## src/rtl/bcd2bin_converter_pkg.sv

```systemverilog
// bcd_pkg: shared FSM encodings and BCD constants for the BCD-to-binary converter
package bcd_pkg;
    typedef enum logic [1:0] {
        ST_IDLE = 2'd0,
        ST_CONV = 2'd1,
        ST_DONE = 2'd2
    } state_t;
    localparam int BCD_W       = 4;
    localparam int BCD_MAX     = 9;
    localparam int CORR_THRESH = 8;
    localparam int CORR_SUB    = 3;
endpackage

```

## src/rtl/bcd2bin_converter_if.sv

```systemverilog
// bcd2bin_converter_if: start/done handshake plus operand/result bus
//   start   : request a conversion (master -> slave)
//   bcd_in  : packed BCD operand, digit 0 in bits [3:0] (master -> slave)
//   busy    : conversion in progress (slave -> master)
//   done    : one-cycle result-valid pulse (slave -> master)
//   bin_out : binary result, held until the next done (slave -> master)
//   err     : invalid-digit flag, held until the next done (slave -> master)
interface bcd2bin_converter_if #(
    parameter int DIGITS = 4,
    parameter int BIN_W  = 14
);
    logic                  start;
    logic [4*DIGITS-1:0]   bcd_in;
    logic                  busy;
    logic                  done;
    logic [BIN_W-1:0]      bin_out;
    logic                  err;
    modport master (output start, bcd_in, input busy, done, bin_out, err);
    modport slave  (input start, bcd_in, output busy, done, bin_out, err);
endinterface

```

## src/rtl/bcd2bin_converter_digit_corr.sv

```systemverilog
// bcd_digit_corr: reverse double-dabble digit correction (subtract 3 when >= 8)
//   i_digit : post-shift BCD digit field
//   o_digit : corrected digit field
module bcd_digit_corr
    import bcd_pkg::*;
(
    input  logic [BCD_W-1:0] i_digit,
    output logic [BCD_W-1:0] o_digit
);
    assign o_digit = (i_digit >= BCD_W'(CORR_THRESH)) ? i_digit - BCD_W'(CORR_SUB) : i_digit;
endmodule

```

## src/rtl/bcd2bin_converter.sv

```systemverilog
// bcd2bin_converter: sequential packed-BCD to binary converter (reverse double-dabble)
//   clk   : system clock, rising edge
//   reset : asynchronous active-low reset
//   bus   : slave side of bcd2bin_converter_if (start, bcd_in, busy, done, bin_out, err)
// Optional feature: define BCD_CHECK_EN to flag operands containing a digit > 9
// (err=1, bin_out=0 at done); otherwise err is tied low.
module bcd2bin_converter
    import bcd_pkg::*;
#(
    parameter int DIGITS = 4,
    parameter int BIN_W  = 14
) (
    input  logic                  clk,
    input  logic                  reset,
    bcd2bin_converter_if.slave    bus
);
    localparam int SR_W  = BCD_W*DIGITS + BIN_W;
    localparam int CNT_W = $clog2(BIN_W+1);

    state_t            r_state;
    logic [SR_W-1:0]   r_sr;
    logic [CNT_W-1:0]  r_cnt;
    logic              r_busy;
    logic              r_done;
    logic              r_err;
    logic              r_bad;
    logic [BIN_W-1:0]  r_bin;
    logic [SR_W-1:0]   w_shift;
    logic [SR_W-1:0]   w_next;
    logic              w_bad;

    assign w_shift              = r_sr >> 1;
    assign w_next[BIN_W-1:0]    = w_shift[BIN_W-1:0];

    // Correction acts on the BCD digit fields after the shift, every iteration.
    for (genvar d = 0; d < DIGITS; d++) begin : g_corr
        bcd_digit_corr u_corr (
            .i_digit (w_shift[BIN_W+BCD_W*d +: BCD_W]),
            .o_digit (w_next[BIN_W+BCD_W*d +: BCD_W])
        );
    end

`ifdef BCD_CHECK_EN
    logic [DIGITS-1:0] w_dbad;
    for (genvar d = 0; d < DIGITS; d++) begin : g_chk
        assign w_dbad[d] = bus.bcd_in[BCD_W*d +: BCD_W] > BCD_W'(BCD_MAX);
    end
    assign w_bad = |w_dbad;
`else
    assign w_bad = 1'b0;
`endif

    always_ff @(posedge clk or negedge reset) begin
        if (!reset) begin
            r_state <= ST_IDLE;
            r_sr    <= '0;
            r_cnt   <= '0;
            r_busy  <= 1'b0;
            r_done  <= 1'b0;
            r_err   <= 1'b0;
            r_bad   <= 1'b0;
            r_bin   <= '0;
        end else begin
            case (r_state)
                ST_IDLE: if (bus.start) begin
                    r_sr    <= {bus.bcd_in, {BIN_W{1'b0}}};
                    r_cnt   <= '0;
                    r_bad   <= w_bad;
                    r_busy  <= 1'b1;
                    r_state <= ST_CONV;
                end
                ST_CONV: begin
                    r_sr  <= w_next;
                    r_cnt <= r_cnt + CNT_W'(1);
                    // Results are registered on the last iteration so they
                    // appear together with done in the DONE cycle.
                    if (r_cnt == CNT_W'(BIN_W-1)) begin
                        r_state <= ST_DONE;
                        r_done  <= 1'b1;
                        r_err   <= r_bad;
                        r_bin   <= r_bad ? '0 : w_next[BIN_W-1:0];
                    end
                end
                ST_DONE: begin
                    r_done  <= 1'b0;
                    r_busy  <= 1'b0;
                    r_state <= ST_IDLE;
                end
                default: r_state <= ST_IDLE;
            endcase
        end
    end

    assign bus.busy    = r_busy;
    assign bus.done    = r_done;
    assign bus.bin_out = r_bin;
    assign bus.err     = r_err;
endmodule

```

## src/flat_wrapper.sv

```systemverilog
// flat-port wrapper written by rule: the top's interface ports become plain ports
module bcd2bin_converter_flat import bcd_pkg::*;
#(
    parameter int DIGITS = 4,
    parameter int BIN_W  = 14
)
  (clk, reset, bus_start, bus_bcd_in, bus_busy, bus_done, bus_bin_out, bus_err);
  bcd2bin_converter_if #(.DIGITS(DIGITS), .BIN_W(BIN_W)) bus_i ();
  input  logic clk;
  input  logic reset;
  input wire logic [$bits(bus_i.start)-1:0] bus_start;
  input wire logic [$bits(bus_i.bcd_in)-1:0] bus_bcd_in;
  output wire logic [$bits(bus_i.busy)-1:0] bus_busy;
  output wire logic [$bits(bus_i.done)-1:0] bus_done;
  output wire logic [$bits(bus_i.bin_out)-1:0] bus_bin_out;
  output wire logic [$bits(bus_i.err)-1:0] bus_err;
  assign bus_i.start = bus_start;
  assign bus_i.bcd_in = bus_bcd_in;
  assign bus_busy = bus_i.busy;
  assign bus_done = bus_i.done;
  assign bus_bin_out = bus_i.bin_out;
  assign bus_err = bus_i.err;
  bcd2bin_converter #(.DIGITS(DIGITS), .BIN_W(BIN_W)) u_core (.clk(clk), .reset(reset), .bus(bus_i));
endmodule
```

## config.mk

```make
export PLATFORM = sky130hd
export DESIGN_NAME = bcd2bin_converter_flat
export DESIGN_NICKNAME = d
export VERILOG_FILES = /design/src/rtl/bcd2bin_converter_pkg.sv /design/src/rtl/bcd2bin_converter_if.sv /design/src/rtl/bcd2bin_converter_digit_corr.sv /design/src/rtl/bcd2bin_converter.sv /design/src/flat_wrapper.sv
export SDC_FILE = /design/constraint.sdc
export NUM_CORES = 1
export LEC_CHECK = 0
export CAP_MARGIN = 20
export CORE_MARGIN = 4
export CORE_UTILIZATION = 48
export CTS_BUF_LIST = sky130_fd_sc_hd__clkbuf_4 sky130_fd_sc_hd__clkbuf_8
export CTS_CLUSTER_SIZE = 25
export DETAILED_ROUTE_END_ITERATION = 12
export GPL_TIMING_DRIVEN = 0
export PLACE_DENSITY_LB_ADDON = 0.12
export SETUP_SLACK_MARGIN = 0.5
export SLEW_MARGIN = 10
export SYNTH_ARGS = -nofsm -noshare
export SYNTH_HDL_FRONTEND = slang
export SYNTH_HIERARCHICAL = 1
export SYNTH_SLANG_ARGS = --single-unit
```

## constraint.sdc

```tcl
create_clock -name clk -period 1.58 [get_ports clk]
set_input_delay 0.158 -clock clk [delete_from_list [all_inputs] [get_ports clk]]
set_output_delay 0.158 -clock clk [all_outputs]
set_load 0.1 [all_outputs]
```

==> flow_summary.ini, run 1 <==
[status]
outcome = finished clean

[placement]
routabilityCongestion = 0.789
dpl.hpwl_um = 3280
place.port_buffers = 34

[power_and_ir_drop]
ir_drop_v = 0.00151
leakage_nw = 1.60
power_density_mw_per_mm2 = 2360

[global_route]
track_usage_pct = 17.9
grt_pass1_vias = 1817
antenna_found_initial = 0
grt_first_pass_wirelength_um = 8870
grt_max_degree = 33
overflow = 0

[timing]
setup_viol = 0
period_minus_slack_ns = 1.42
hold_viol = 0
worst_slew_pin_slew_ns = 0.529
slew_headroom_pct = 64.7
rsz0062_at_grt = true
holdWs_ns = 0.342
fmax_mhz = 706
final-max-slew-violation-count = 0
fin_skew_ns = 0.0119
fin_crit_sh_pct = 89.7

[worst_setup_path]
worstPathMaxFanout = 5
arrival_ns = 1.60
critPathCaptureType = register
required_ns = 1.76
crit_buf_inv = 2
cp-start-kind = register
cpPeakStageDelay_ns = 0.39
crit_path_cell_trace = inv_2 -> ha_4 -> nand3_4 -> nor2_8 -> buf_4 -> mux2_2
crit_type = reg -> reg
cpMaxStageDelayCell = dfrtp_1
cp_top_family = flip-flops

[yosys]
syn-mean-instance-area_sq_um = 11.7
synth-main-ff-cell = dfrtp_1
yosysUniqueCellTypes = 33
synth_top_area_share_pct = 52.1
syn-cell-area_sq_mm = 0.00245
syn-instance-count = 209
async_flop_share_pct = 100
synth_top_area_cell = dfrtp_1
synth_enable_flop_cells = 0
synth_seq_cells = 51
synth_warnings = 6
synthTopCellsByArea = dfrtp_1 (52%), ha_1 (5.1%), mux2_4 (4.9%), a22o_1 (4.6%), a22oi_1 (4.6%)
yosysSeqAreaShare_pct = 52.1

[clock_network]
clk_latency_ns = 0.30
root_buffer = clkbuf_8
clk_pin_slew_worst_paths_ns = 0.09
clockBufferDepth = 2
htreeDepth = 2
cts_tree = built
numCtsBuffers = 5
numClockSinks = 51

[min_path]
hp-class = in -> async

[routing]
firstDrtPassIters = 4
postRouteAntennaNets = 0
initialDrtViolationCount = 98
via_count = 1825
drt_wl_total_um = 5460
wl_per_cell_um = 15.5
route.detailed.drc = 0
viasPerCell = 5.18

[die]
io_pins = 36
coreArea_sq_mm = 0.00482
fp.dieW_um = 79.4
dieArea_sq_mm = 0.00631
floorplan.die.height_um = 79.4
rows = 25
initial_utilization_pct = 50.8

[flow_run]
drv_cap = 0

[cells_and_area]
synthToLayoutAreaGrowth_pct = 47.7
final_util_pct = 75.1
nNetsFinal = 314
drive_gt1_share_pct = 43.5
diodes = 0
[through the flow]
step	setup WS [ns]	cells	total power [mW]	TNS, ns	instance area [sq um]
floorplan	0.161	214	5.64	0	2550
global placement	-1.36	315	6.46	-60.30	2980
CTS	0.166	346	7.97	0	3390
finish	0.163	352	8.55	0	3620
global route	0.0994	352	9.04	0	3620
detailed placement	-0.0661	316	6.55	-0.664	2990
[registers in the layout, indices dropped and copies added, names as in the netlist]
register,cells
u_core/bus.bin_out,14
u_core/bus.busy,1
u_core/bus.done,1
u_core/r_cnt,4
u_core/r_sr,29
u_core/r_state,2
[layer usage]
| layer | vias up | GRT usage [%] | share of wire, % |
|---|---|---|---|
| met1 | 906 | 24.4 | 45 |
| met4 | 0 | 4.12 | 1.1 |
| met5 | - | 0 | 0 |
| met2 | 34 | 29.3 | 49 |
| li1 | 878 | - | - |
| met3 | 7 | 3.95 | 4.1 |
[Yosys cell counts (2+ instances only)]
library cell  count
buf_4             4
nand3_1           2
buf_2             6
a22oi_1          15
nand2b_1          5
o21ai_1           6
inv_1             9
mux2_4            8
mux2_2            7
a22o_1           13
xnor2_1           4
nor2b_1           6
xor2_1            4
nand2_1          23
o21ai_0          16
dfrtp_1          51
ha_1             10
a21oi_1           5
[path summary, 6_finish.rpt]
kind	cells past startpoint	end	from	slack, ns
setup / recovery	6	u_core/bus.bin_out[0]	u_core/r_cnt[1]	0.16
hold / removal	2	u_core/bus.bin_out[7]	reset	0.34
setup reg to reg	6	u_core/bus.bin_out[0]	u_core/r_cnt[1]	0.16
hold reg to reg	1	u_core/r_sr[1]	u_core/r_sr[1]	0.51
max in group asynchronous	3	u_core/r_sr[26]	reset	0.70
min in group clk	1	u_core/r_sr[1]	u_core/r_sr[1]	0.51
[repair_timing]
item | in CTS | in global routing
setup endpoints to repair | 67 | 67
pin swaps | 23 | 8
hold endpoints to repair | 19 | 0
cloned | 4 | 0
setup buffers | 18 | 6
hold buffers | 1 | 0
gates resized for setup | 143 | 48
[area by class of cell]
type / instances / area [sq um]
Buffer: 13 / 138
Clock buffer: 6 / 76.3
Clock inverter: 1 / 7.51
Fill cell: 331 / 1200
Inverter: 9 / 33.8
Multi-Input combinational cell: 142 / 1250
Sequential cell: 51 / 1280
Tap cell: 67 / 83.8
Timing Repair Buffer: 63 / 753
[power breakdown]
part | switching (mW) | total, mW | internal (mW)
Combinational | 2.73 | 5.23 | 2.50
Clock | 0.404 | 0.726 | 0.322
Sequential | 0.687 | 2.59 | 1.90
Total | 3.82 | 8.55 | 4.73
[worst reg2reg max path: stages, from the launching register on]
cell     delay [ns]
dfrtp_1        0.39
inv_2          0.07
ha_4           0.13
nand3_4        0.09
nor2_8         0.15
buf_4          0.14
mux2_2         0.33
[layout by cell type, fill, tap and decap left out, types with 5 or more instances in the layout]
cell and instances:
clkbuf_8 5, a21oi_1 5, clkdlybuf4s50_1 16, nand2_2 7, o21ai_1 17, a22oi_2 7
buf_12 18, nand2_1 16, inv_2 7, mux2_4 10, a22o_1 13, a22oi_1 8
dfrtp_1 49, conb_1 6, mux2_2 5, buf_6 14, buf_4 22, nor2b_1 5
[cell families after synthesis]
group,count (synthesis),synth area share (%)
buffers and inverters,22,5.26
multiplexers,15,8.13
flip-flops,51,52.1
adder cells (fa/ha/maj),10,5.11
AO/OA/AOI/OAI,61,17.3
other,1,0.153
AND/OR/NAND/NOR,41,9.04
XOR/XNOR,8,2.86
(Power assumes the default switching activity.)
==> run 2, diff against run 1 <==
--- a/config.mk
+++ b/config.mk
@@ -13,7 +13,6 @@
 export DETAILED_ROUTE_END_ITERATION = 12
 export GPL_TIMING_DRIVEN = 0
 export PLACE_DENSITY_LB_ADDON = 0.12
-export SETUP_SLACK_MARGIN = 0.5
 export SLEW_MARGIN = 10
 export SYNTH_ARGS = -nofsm -noshare
 export SYNTH_HDL_FRONTEND = slang
==> run 2 against run 1 <==
  * Power decreased by 18%
  * Clock power up 0.7%
  * Via count fell by 6.5%
  * Critical path depth unchanged
  * Clock skew decreased by 0.0020 ns
  * Non-clock buffer count down 20
  * Critical path type unchanged
==> flow_summary.ini, run 2 (same netlist as run 1, synthesis figures left out) <==
[worst_setup_path]
critPathCaptureType = register
arrival_ns = 1.72
r2r_start = u_core/r_cnt[1]
crit_type = reg -> reg
r2r_setup_slack_ns = 0.05
crit_path_cell_trace = inv_2 -> ha_4 -> nand3_4 -> nor2_8 -> clkbuf_16 -> mux2_4
cp-start-kind = register
crit_path_end = u_core/bus.bin_out[12]
required_ns = 1.77
cpMaxStageDelayCell = dfrtp_1
reg2reg_depth = 6
r2r_end = u_core/bus.bin_out[12]
cpPeakStageDelay_ns = 0.42
timing.critical_path.from = u_core/r_cnt[1]
worstPathMaxFanout = 7

[die]
floorplan.die.height_um = 79.4
dieArea_sq_mm = 0.00631
fp.dieW_um = 79.4
rows = 25
coreArea_sq_mm = 0.00482
io_pins = 36
initial_utilization_pct = 50.8

[cells_and_area]
largest_reg_flops = 29
final_cell_count_no_fill = 332
final_common_cell = dfrtp_1
layout_common_cells = dfrtp_1 (50), nand2_1 (23), clkdlybuf4s50_1 (17)
final_area_sq_mm = 0.00312
nNetsFinal = 293
regMostFlops = u_core/r_sr
diodes = 0
final_util_pct = 64.8
drive_gt1_share_pct = 26.0
synthToLayoutAreaGrowth_pct = 27.4

[timing]
final-max-slew-violation-count = 0
fmax_mhz = 655
layout_setup_ws_ns = 0.0524
period_minus_slack_ns = 1.53
fin_setup_tns_ns = 0
setup_viol = 0
fin_crit_sh_pct = 96.7
fin_skew_ns = 0.00990
holdWs_ns = 0.307
hold_viol = 0
rsz0062_at_grt = true
worst_slew_pin_slew_ns = 0.547
slew_headroom_pct = 63.7

[status]
outcome = finished clean

[clock_network]
clk_pin_slew_worst_paths_ns = 0.09
numClockSinks = 51
cts_tree = built
numCtsBuffers = 5
htreeDepth = 2
clockBufferDepth = 2
root_buffer = clkbuf_8
clk_latency_ns = 0.30

[placement]
place.port_buffers = 34
placed_area_sq_mm = 0.00291
place_ws_ns = -0.0706
routabilityCongestion = 0.802
dpl.hpwl_um = 3200
place_inst = 316

[global_route]
grt_max_degree = 38
grt_pass1_vias = 1728
antenna_found_initial = 0
overflow = 0
track_usage_pct = 16.0
grt_first_pass_wirelength_um = 8050

[routing]
via_count = 1707
viasPerCell = 5.14
postRouteAntennaNets = 0
firstDrtPassIters = 4
route.detailed.drc = 0
wl_per_cell_um = 14.2
drt_wl_total_um = 4710
initialDrtViolationCount = 62

[power_and_ir_drop]
ir_drop_v = 0.00137
power_mw = 7.03
leakage_nw = 1.39
power_density_mw_per_mm2 = 2250

[flow_run]
drv_cap = 0

[min_path]
hp-class = in -> async
run 2: cell count changes in the layout (fill, tap and decap cells not counted), sizes merged:
cell           before  now
o21bai              2    1
clkdlybuf4s50      16   17
buf                57   20
dlygate4sd2         1    0
clkinvlp            1    2
clkdlybuf4s15       0   16
clkinv              0    1
run 2: critical path: cells and delay by family, from the launching register on:
family        cells  cell delay (ns)
fa+ha+maj         1             0.14
buf+inv           2             0.26
flops             1             0.42
mux               1             0.29
simple gates      2             0.31
run 2: power breakdown:
| group | internal [mW] | switching [mW] | leakage, nW |
|---|---|---|---|
| sequential | 1.90 | 0.538 | 0.641 |
| combinational | 1.48 | 2.38 | 0.706 |
| clock | 0.309 | 0.422 | 0.0402 |
run 2: timing repair:
item                                    4_1_cts  5_1_grt
resized for setup                            48        6
buffers inserted                              0        6
endpoints found under the hold margin        14        0
pin swaps                                     0        1
endpoints found under the setup margin       16        8
hold buffers                                  1        0
gates cloned                                  0        1
run 2: layer usage:
metal  GRT usage [%]  routed length, um  part of all wire (%)
met5               0                  0                     0
met4            4.64                 54                   1.1
met3            3.39                200                   4.2
met2            24.4               2080                    44
met1            23.0               2370                    50
run 2: worst min path at each step:
stage	start	slack, ns	end	depth (start not counted)
after floorplan	reset	-0.14	u_core/bus.bin_out[0]	0
after global placement	u_core/bus.done	0.47	u_core/bus.done	1
after detailed placement	reset	0.09	u_core/r_sr[20]	1
after CTS	reset	0.31	u_core/r_sr[20]	2
after global routing	reset	0.34	u_core/r_sr[20]	2
final	reset	0.31	u_core/r_sr[20]	2
run 2: layout make-up:
type,instances,area [sq um]
fill,391,1700
sequential,51,1280
multi-input combinational,141,1080
timing repair buffer,43,459
buffer,13,95.1
tap,67,83.8
clock buffer,5,68.8
inverter,9,33.8
clock inverter,3,20.0
==> run 3, diff against run 2 <==
--- a/config.mk
+++ b/config.mk
@@ -5,7 +5,7 @@
 export SDC_FILE = /design/constraint.sdc
 export NUM_CORES = 1
 export LEC_CHECK = 0
-export CAP_MARGIN = 20
+export CAP_MARGIN = 15
 export CORE_MARGIN = 4
 export CORE_UTILIZATION = 48
 export CTS_BUF_LIST = sky130_fd_sc_hd__clkbuf_4 sky130_fd_sc_hd__clkbuf_8
==> results of run 3 <==
No change in the layout: final DEF, timing and power equal those of run 2.
